==> config.mk <==
export PLATFORM = sky130hd
export DESIGN_NAME = sub_result_pipe
export DESIGN_NICKNAME = d
export VERILOG_FILES = /design/src/rtl/sub_result_pipe.sv
export SDC_FILE = /design/constraint.sdc
export NUM_CORES = 1
export LEC_CHECK = 0
export BUFFER_PORTS_ARGS = -buffer_cell sky130_fd_sc_hd__buf_2
export CORE_ASPECT_RATIO = 0.9
export CORE_MARGIN = 4
export CORE_UTILIZATION = 48
export CTS_CLUSTER_SIZE = 40
export DETAILED_ROUTE_END_ITERATION = 12
export PLACE_DENSITY_LB_ADDON = 0.1
export SYNTH_ARGS = -nofsm -noshare
export SYNTH_HDL_FRONTEND = slang
export SYNTH_SLANG_ARGS = --single-unit
==> constraint.sdc <==
create_clock -name CLK -period 2.18 [get_ports CLK]
set_input_delay 0.109 -clock CLK [delete_from_list [all_inputs] [get_ports CLK]]
set_output_delay 0.109 -clock CLK [all_outputs]
set_load 0.005 [all_outputs]
==> src/rtl/sub_result_pipe.sv <==
// Registered subtractor output stage: O = I0 - I1 with borrow/zero/overflow flags,
// behind a valid/ready handshake with a 2-entry skid buffer and registered I_READY.
module sub_result_pipe #(
    parameter int WIDTH = 8
) (
    input  logic             CLK,
    input  logic             ASYNCRESETN,
    input  logic [WIDTH-1:0] I0,
    input  logic [WIDTH-1:0] I1,
    input  logic             I_VALID,
    output logic             I_READY,
    output logic [WIDTH-1:0] O,
    output logic             O_BORROW,
    output logic             O_ZERO,
    output logic             O_OVF,
    output logic             O_VALID,
    input  logic             O_READY
);

    typedef enum logic [1:0] {
        EMPTY = 2'd0,
        ONE   = 2'd1,
        FULL  = 2'd2
    } occ_t;

    typedef struct packed {
        logic             borrow;
        logic             zero;
        logic             ovf;
        logic [WIDTH-1:0] diff;
    } res_t;

    // Borrow falls out of the extra top bit of a zero-extended subtraction.
    function automatic res_t sub_flags(input logic [WIDTH-1:0] a, input logic [WIDTH-1:0] b);
        res_t                    r;
        logic        [WIDTH:0]   wide;
        logic signed [WIDTH-1:0] sa;
        logic signed [WIDTH-1:0] sb;
        wide     = {1'b0, a} - {1'b0, b};
        sa       = $signed(a);
        sb       = $signed(b);
        r.diff   = wide[WIDTH-1:0];
        r.borrow = wide[WIDTH];
        r.zero   = (wide[WIDTH-1:0] == '0);
        r.ovf    = (sa[WIDTH-1] != sb[WIDTH-1]) && (wide[WIDTH-1] != sa[WIDTH-1]);
        return r;
    endfunction

    occ_t occ_p1;
    res_t res_p0;
    res_t main_p1;
    res_t skid_p1;
    logic i_ready_p1;
    logic vld_p1;
    logic accept;
    logic xfer;

    assign res_p0 = sub_flags(I0, I1);
    assign vld_p1 = (occ_p1 != EMPTY);
    assign accept = I_VALID && i_ready_p1;
    assign xfer   = vld_p1 && O_READY;

    // ---- stage p0 -> p1: occupancy FSM and MAIN entry ----
    always_ff @(posedge CLK or negedge ASYNCRESETN) begin
        if (!ASYNCRESETN) begin
            occ_p1     <= EMPTY;
            i_ready_p1 <= 1'b0;
            main_p1    <= '0;
        end else begin
            case (occ_p1)
                EMPTY: begin
                    i_ready_p1 <= 1'b1;
                    if (accept) begin
                        main_p1 <= res_p0;
                        occ_p1  <= ONE;
                    end
                end
                ONE: begin
                    if (accept && !xfer) begin
                        occ_p1     <= FULL;
                        i_ready_p1 <= 1'b0;
                    end else if (accept) begin
                        main_p1 <= res_p0;
                    end else if (xfer) begin
                        occ_p1 <= EMPTY;
                    end
                end
                FULL: begin
                    if (xfer) begin
                        main_p1    <= skid_p1;
                        occ_p1     <= ONE;
                        i_ready_p1 <= 1'b1;
                    end
                end
                default: begin
                    occ_p1     <= EMPTY;
                    i_ready_p1 <= 1'b0;
                end
            endcase
        end
    end

    // Skid data needs no reset: its validity is carried entirely by occ_p1.
    always_ff @(posedge CLK) begin
        if (occ_p1 == ONE && accept && !xfer) begin
            skid_p1 <= res_p0;
        end
    end

    assign I_READY  = i_ready_p1;
    assign O_VALID  = vld_p1;
    assign O        = main_p1.diff;
    assign O_BORROW = main_p1.borrow;
    assign O_ZERO   = main_p1.zero;
    assign O_OVF    = main_p1.ovf;

endmodule

==> results of run 1 <==
[power groups by stage]
stage | clock network (mW) | registers, mW | logic, mW
6_report | 0.203 | 0.731 | 0.642
5_1_grt | 0.227 | 0.754 | 0.723
4_1_cts | 0.207 | 0.733 | 0.652
3_5_place_dp | 0 | 0.745 | 0.645
3_3_place_gp | 0 | 0.733 | 0.624
2_1_floorplan | 0 | 0.737 | 0.417
[layout by cell type (no fill, tap or decap), types with 2 or more instances in the layout]
master,Yosys,routed
a22oi_1,2,2
clkbuf_4,0,3
dfrtp_1,14,14
mux2i_1,2,2
buf_2,1,32
inv_1,15,15
a21oi_1,12,12
nor2_1,22,22
o21bai_1,2,2
buf_4,0,6
xor2_1,3,3
nor2b_1,4,4
ha_1,8,8
nand3_1,3,3
a31oi_1,5,5
edfxtp_1,11,11
nand2b_1,2,2
o21ai_0,9,9
nand2_1,16,16
[final cells by class]
cell class,instances,share of cell area
tap,40,0.0292
timing repair buffer,39,0.126
sequential,25,0.397
multi-input combinational,108,0.400
inverter,15,0.0329
clock buffer,4,0.0153
[worst register-to-register path: cells and delay by family (launching register included)]
family / cells / cell delay [ns]
compound gates: 1 / 0.14
buf+inv: 1 / 0.22
flops: 1 / 0.46
simple gates: 4 / 0.89
[flip-flops by register name, indices dropped and copies added, names as in the netlist]
name and count:
skid_p1 11, O 8, occ_p1 2, I_READY 1
O_BORROW 1, O_OVF 1, O_ZERO 1
[metal layers]
layer	global-route usage	routed length (um)	vias up
met4	0.0696	41	0
li1	-	-	607
met1	0.187	1290	528
met3	0.0169	124	2
met5	0	0	-
met2	0.304	1530	24
[kinds of logic (layout without fill, tap and decap cells)]
logic type                 after synthesis  after routing  synth area share
and+or+nand+nor                         56             56             0.185
AOI/OAI and AO/OA                       37             37             0.162
DFF                                     25             25             0.468
buffers and inverters                   20             58            0.0645
adders and majority gates                9              9            0.0826
xor gates and xnor gates                 4              4            0.0241
muxes                                    2              2            0.0138
[per-stage QoR]
step	total power, mW	hold slack, ns	setup slack [ns]
2_1_floorplan	1.15	-0.187	0.0994
3_3_place_gp	1.36	0.0206	-0.0284
3_5_place_dp	1.39	0.0227	-0.123
4_1_cts	1.59	0.0637	0.203
5_1_grt	1.70	0.0817	0.102
6_report	1.58	0.0720	0.215
[worst max path at each step]
stage	cells after the start	slack, ns	startpoint	to
6_report	8	0.21	I0[0]	O_ZERO
5_1_grt	9	0.10	I0[0]	O_ZERO
4_1_cts	8	0.20	I0[0]	O_ZERO
3_5_place_dp	8	-0.12	I0[0]	O_ZERO
3_3_place_gp	8	-0.03	I0[0]	O_ZERO
2_1_floorplan	7	0.1	I0[0]	O_ZERO
[repair_timing]
action / in CTS / in global routing
setup buffers: 0 / 0
hold buffers: 1 / 0
hold endpoints to repair: 14 / 0
==> flow_summary.ini, run 1 <==
[synth]
syn_area_um2 = 1450
syn_nets = 182
synth_seq_cells = 25
synth-edff-count = 11
synth_top_area_frac = 0.241
yosys_warnings = 0
ys_top_cells_by_count = nor2_1 (22), nand2_1 (16), inv_1 (15)
synthTopCellsByArea = dfrtp_1 (24%), edfxtp_1 (23%), ha_1 (6.9%)
yosysTopAreaCell = dfrtp_1
synth_most_common_cell = nor2_1
synth_cell_type_count = 38
avgSynthCellArea_um2 = 9.50
async_reset_ff_frac = 0.560
netlist_instances = 153
ys_seq_area_frac = 0.468
yosys_most_used_dff = dfrtp_1

[route]
wirelength_um = 2990
drc = 0
wire_per_inst_um = 12.9
dr.first_iter.drc_count = 56
drt.antenna.violating_nets = 0
viasPerCell = 5.03
firstDrtPassIters = 4
vias = 1161

[global_route]
grt_max_degree = 19
antenna_found_initial = 0
grt_pass1_vias = 1155
gr-total-overflow = 0
grt.total_usage = 0.162
grt_first_pass_wirelength_um = 4830

[worst_setup_path]
worst_ep_arrival_time_ns = 2.20
startpoint_type = input port
r2r_cells = 6
worstPathRequired_ns = 2.41
crit_chain = buf_2 > inv_1 > ha_1 > fa_1 > inv_1 > or4_1 > or4_4 > o31ai_2
r2r_slack_ns = 0.40
timing.rr.start = occ_p1[0]
crit_family = simple AND/OR/NAND/NOR gates
crit_path_frequent_cell = inv_1
path_class = input port to flip-flop
slowest_stage = fa_1
critPathMaxStageDelay_ns = 0.53
worstPathMaxFanout = 2
rr_endpoint = O[2]
cp-end-kind = flip-flop
path_buf_inv = 3

[cells_and_area]
drive_gt1_frac = 0.267
final_cells = 231
finish.utilization = 0.608
n_antenna_cell = 0
n_fill_cell = 267
seqCellArea_um2 = 681
syn_to_final_growth_pct = 17.8
multiInputGateArea_um2 = 684
fin_area_um2 = 1710
nNetsFinal = 221

[power_and_ir_drop]
intPower_mw = 1.02
p_per_area_nw_per_um2 = 920
p_switching_uw = 558
p_comb_frac = 0.407
p_seq_frac = 0.464
leakagePower_nw = 0.797
swShare = 0.354
clockPowerShare = 0.129
peakVddDrop_uv = 299

[hold_path]
min-delay-start = O_READY
min_to = occ_p1[1]
hold_path_depth = 2
holdCritPathClass = input port to flip-flop

[place]
gp_congestion = 0.761
placed_area_um2 = 1680
post-place-cells = 226
dp_hpwl_um = 2320
portBuffers = 32

[floorplan]
rows = 18
die_h_um = 60.2
top_level_ports = 33
coreArea_um2 = 2820
die_x_um = 66.0
initial_core_util = 0.516
die_area_um2 = 3970

[timing]
setup_tns_ns = 0
final_hold_viol_count = 0
final.period_utilization = 0.902
skew_ns = 0.00731
relSlewSlack = 0.713
setup_viol = 0
worst_pin_slew_ns = 0.429
post-route-min-period_ns = 1.97
fmax_mhz = 509
rsz0062_at_grt = no
report.final.slew_viol_count = 0

[cts]
numCtsBuffers = 3
clk_path_buf_depth = 2
cts_root_buffer = clkbuf_4
worstSkewPairLatency_ns = 0.31
cts-resized-gates = 0
cts.sinks = 25
cts_tree = done
htree_levels = 1
clk_pin_slew_worst_paths_ns = 0.13

[outcome]
outcome = finished, final reports clean

[job]
maxCapViolCount = 0
(Power assumes the default switching activity.)
==> run 2, diff against run 1 <==
Settings changed: CTS_BUF_LIST from default to sky130_fd_sc_hd__clkbuf_16.
==> flow_summary.ini, run 2 (same netlist as run 1, synthesis figures left out) <==
[outcome]
outcome = finished, final reports clean

[worst_setup_path]
r2r_cells = 6
startpoint_type = input port
timing.rr.start = occ_p1[0]
path_class = input port to flip-flop
rr_endpoint = O[6]
worstPathMaxFanout = 2
r2r_slack_ns = 0.41
critPathCapture = O_ZERO
worstPathRequired_ns = 2.35
cp-end-kind = flip-flop
worst_ep_arrival_time_ns = 2.20
crit_start = I0[0]

[place]
placed_area_um2 = 1680
dp_hpwl_um = 2320
post-place-cells = 226
portBuffers = 32
gp_congestion = 0.761
dp_slack_ns = -0.123

[power_and_ir_drop]
p_per_area_nw_per_um2 = 1000
peakVddDrop_uv = 354
leakagePower_nw = 0.824
clockPowerShare = 0.222
p_comb_frac = 0.364
swShare = 0.324
total_power_mw = 1.77
p_seq_frac = 0.415
intPower_mw = 1.19
p_switching_uw = 573

[cts]
clk_pin_slew_worst_paths_ns = 0.06
clk_path_buf_depth = 2
numCtsBuffers = 3
cts_root_buffer = clkbuf_16
cts.sinks = 25
cts_tree = done
htree_levels = 1
cts-resized-gates = 0
worstSkewPairLatency_ns = 0.25

[global_route]
gr-total-overflow = 0
grt_pass1_vias = 1163
grt_max_degree = 19
grt_first_pass_wirelength_um = 4890
antenna_found_initial = 0
grt.total_usage = 0.164

[route]
vias = 1167
dr.first_iter.drc_count = 61
wire_per_inst_um = 12.9
drc = 0
wirelength_um = 2980
drt.antenna.violating_nets = 0
viasPerCell = 5.05
firstDrtPassIters = 5

[floorplan]
die_h_um = 60.2
die_area_um2 = 3970
initial_core_util = 0.516
top_level_ports = 33
coreArea_um2 = 2820
die_x_um = 66.0
rows = 18

[cells_and_area]
n_fill_cell = 260
nNetsFinal = 221
n_antenna_cell = 0
final_cells = 231
multiInputGateArea_um2 = 684
largest_reg_flops = 11
fin_area_um2 = 1770
seqCellArea_um2 = 681
finish.utilization = 0.627
syn_to_final_growth_pct = 21.4
largest_register = skid_p1
layout_common_cells = buf_2 (32), nor2_1 (22), inv_1 (16), nand2_1 (16), dfrtp_1 (14)
drive_gt1_frac = 0.267
layout_commonest_cell = buf_2

[timing]
fmax_mhz = 493
setup_viol = 0
final_hold_viol_count = 0
report.final.slew_viol_count = 0
skew_ns = 0.00108
rsz0062_at_grt = no
relSlewSlack = 0.681
hold_slack_ns = 0.141
worst_pin_slew_ns = 0.476
post-route-min-period_ns = 2.03
setup_tns_ns = 0
layout_setup_ws_ns = 0.151
final.period_utilization = 0.931

[hold_path]
hold_path_depth = 2
holdCritPathClass = input port to flip-flop

[job]
maxCapViolCount = 0
[run 2: critical path, cell delays in order]
cell and delay (ns):
buf_2 0.07, inv_1 0.04, ha_1 0.23, fa_1 0.53, inv_1 0.06, or4_1 0.52
or4_4 0.43, o31ai_2 0.21
[run 2: cell type report]
class / instances / share of cell area
multi-input combinational: 108 / 0.388
sequential: 25 / 0.386
timing repair buffer: 39 / 0.122
clock buffer: 3 / 0.0425
inverter: 15 / 0.0319
tap: 40 / 0.0283
clock inverter: 1 / 0.00213
[run 2: worst min path at each step]
| stage | to | start |
|---|---|---|
| CTS | occ_p1[1] | O_READY |
| global placement | I_READY | ASYNCRESETN |
| global route | occ_p1[1] | O_READY |
| floorplan | I_READY | ASYNCRESETN |
| detailed placement | I_READY | ASYNCRESETN |
| finish | occ_p1[1] | O_READY |
[run 2: power by group through the flow]
stage	Combinational [mW]	Clock (mW)	Sequential, mW
2_1_floorplan	0.417	0	0.737
3_3_place_gp	0.624	0	0.733
3_5_place_dp	0.645	0	0.745
4_1_cts	0.653	0.401	0.735
5_1_grt	0.726	0.417	0.757
6_report	0.643	0.392	0.733
[run 2: metal layers]
metal  up-vias  global-route usage  part of all wire
li1        609                   -                 -
met1       526               0.187              0.43
met2        30               0.311              0.52
met3         2              0.0226             0.046
met4         0              0.0609            0.0091
met5         -                   0                 0
[run 2: timing repair]
action                                  CTS  global route
hold buffers                              1             0
endpoints found under the setup margin    0             0
hold endpoints to repair                 14             0
setup buffers                             0             0
==> run 3, diff against run 2 <==
Settings changed: CTS_CLUSTER_SIZE 40 to default, SETUP_SLACK_MARGIN from default to 0.2.
==> flow_summary.ini, run 3 (same netlist as run 1, synthesis figures left out) <==
[floorplan]
die_x_um = 66.0
top_level_ports = 33
die_h_um = 60.2
initial_core_util = 0.516
coreArea_um2 = 2820
die_area_um2 = 3970
rows = 18

[place]
placed_area_um2 = 1710
dp_slack_ns = -0.0942
dp_hpwl_um = 2250
gp_congestion = 0.720
portBuffers = 32

[route]
drt.antenna.violating_nets = 0
wirelength_um = 2910
drc = 0
vias = 1167
viasPerCell = 5.01
dr.first_iter.drc_count = 25
firstDrtPassIters = 4
wire_per_inst_um = 12.5

[power_and_ir_drop]
p_switching_uw = 583
total_power_mw = 1.79
clockPowerShare = 0.221
intPower_mw = 1.21
p_seq_frac = 0.410
p_per_area_nw_per_um2 = 991
leakagePower_nw = 0.836
peakVddDrop_uv = 417
p_comb_frac = 0.369
swShare = 0.325

[hold_path]
min_to = occ_p1[1]
holdCritPathClass = input port to flip-flop
hold_path_depth = 2
min-delay-start = O_READY

[timing]
skew_ns = 0.00245
final.period_utilization = 0.894
report.final.slew_viol_count = 0
layout_setup_ws_ns = 0.230
hold_slack_ns = 0.135
rsz0062_at_grt = yes
post-route-min-period_ns = 1.95
final_hold_viol_count = 0
setup_viol = 0
worst_pin_slew_ns = 0.406
relSlewSlack = 0.729
fmax_mhz = 513

[cells_and_area]
largest_reg_flops = 11
layout_commonest_cell = buf_2
layout_common_cells = buf_2 (31), nor2_1 (22), nand2_1 (16), inv_1 (15), dfrtp_1 (14)
largest_register = skid_p1
fin_area_um2 = 1810
syn_to_final_growth_pct = 24.4
drive_gt1_frac = 0.285
n_fill_cell = 253
nNetsFinal = 223
finish.utilization = 0.642
n_antenna_cell = 0

[global_route]
use_met1 = 0.197
grt_busiest_layer = met2
antenna_found_initial = 0
use_met3 = 0.0282
grt_first_pass_wirelength_um = 5010
grt_pass1_vias = 1123
grt.total_usage = 0.170
gr-total-overflow = 0
use_met2 = 0.310
grt_max_degree = 15

[worst_setup_path]
timing.rr.start = occ_p1[0]
worstPathRequired_ns = 2.35
slowest_stage = or4_1
critPathMaxStageDelay_ns = 0.52
worst_ep_arrival_time_ns = 2.12
worstPathMaxFanout = 2
r2r_slack_ns = 0.33
path_class = input port to flip-flop
rr_endpoint = O_ZERO
crit_chain = buf_4 > inv_12 > ha_4 > fa_1 > inv_1 > or4_1 > or4_4 > o31ai_2
startpoint_type = input port
r2r_cells = 7
cp-end-kind = flip-flop

[cts]
numCtsBuffers = 3
worstSkewPairLatency_ns = 0.26
cts_tree = done
cts_root_buffer = clkbuf_16
cts.sinks = 25
htree_levels = 1
clk_path_buf_depth = 2
clk_pin_slew_worst_paths_ns = 0.06

[outcome]
outcome = finished, final reports clean

[job]
maxCapViolCount = 0
==> run 3: changes by cell type in the layout (fill, tap and decap cells not counted), sizes merged <==
cell  previous run  this run
buf             38        40
==> run 3: worst max-delay path by stage <==
stage,startpoint,to,slack (ns)
2_1_floorplan,I0[0],O_ZERO,0.18
3_3_place_gp,I0[0],O_ZERO,-0.04
3_5_place_dp,I0[0],O_ZERO,-0.09
4_1_cts,I0[0],O_ZERO,0.22
5_1_grt,I0[0],O_ZERO,0.18
6_report,I0[0],O_ZERO,0.23
==> run 3: routing by layer <==
| metal | wire length (um) | vias to the layer above | part of all wire |
|---|---|---|---|
| met1 | 1280 | 519 | 0.44 |
| met3 | 152 | 5 | 0.052 |
| li1 | - | 615 | - |
| met2 | 1410 | 28 | 0.49 |
| met5 | 0 | - | 0 |
| met4 | 59 | 0 | 0.020 |
==> run 3: worst max-delay path, delay by kind of cell <==
kind / cells / cell delay [ns]
fa+ha+maj: 2 / 0.66
buf+inv: 3 / 0.22
simple gates: 2 / 0.95
compound gates: 1 / 0.19
==> run 3: area by class of cell <==
type	instances	area, um^2	area share
Clock buffer	3	75.1	0.0415
Multi-Input combinational cell	108	697	0.385
Timing Repair Buffer	41	233	0.129
Inverter	15	68.8	0.0381
Sequential cell	25	681	0.376
Clock inverter	1	3.75	0.00208
Tap cell	40	50.0	0.0277
==> run 3: power groups by stage <==
stage / combinational [mW] / clock (mW) / sequential, mW
global placement: 0.642 / 0 / 0.736
global route: 0.750 / 0.428 / 0.757
CTS: 0.669 / 0.409 / 0.736
floorplan: 0.421 / 0 / 0.737
finish: 0.661 / 0.396 / 0.735
detailed placement: 0.659 / 0 / 0.744
==> run 3: metrics by stage <==
stage | std cells | TNS (ns)
6_report | 233 | 0
5_1_grt | 233 | 0
4_1_cts | 232 | 0
3_5_place_dp | 227 | -0.168
3_3_place_gp | 227 | -0.0662
2_1_floorplan | 153 | 0
==> run 3: what timing repair did <==
| action | 4_1_cts | 5_1_grt |
|---|---|---|
| setup buffers | 0 | 1 |
| hold buffers | 1 | 0 |
| pin swaps | 1 | 1 |
| gates resized for setup | 1 | 0 |
| cloned | 0 | 0 |
| setup endpoints to repair | 2 | 2 |
| hold endpoints to repair | 14 | 0 |
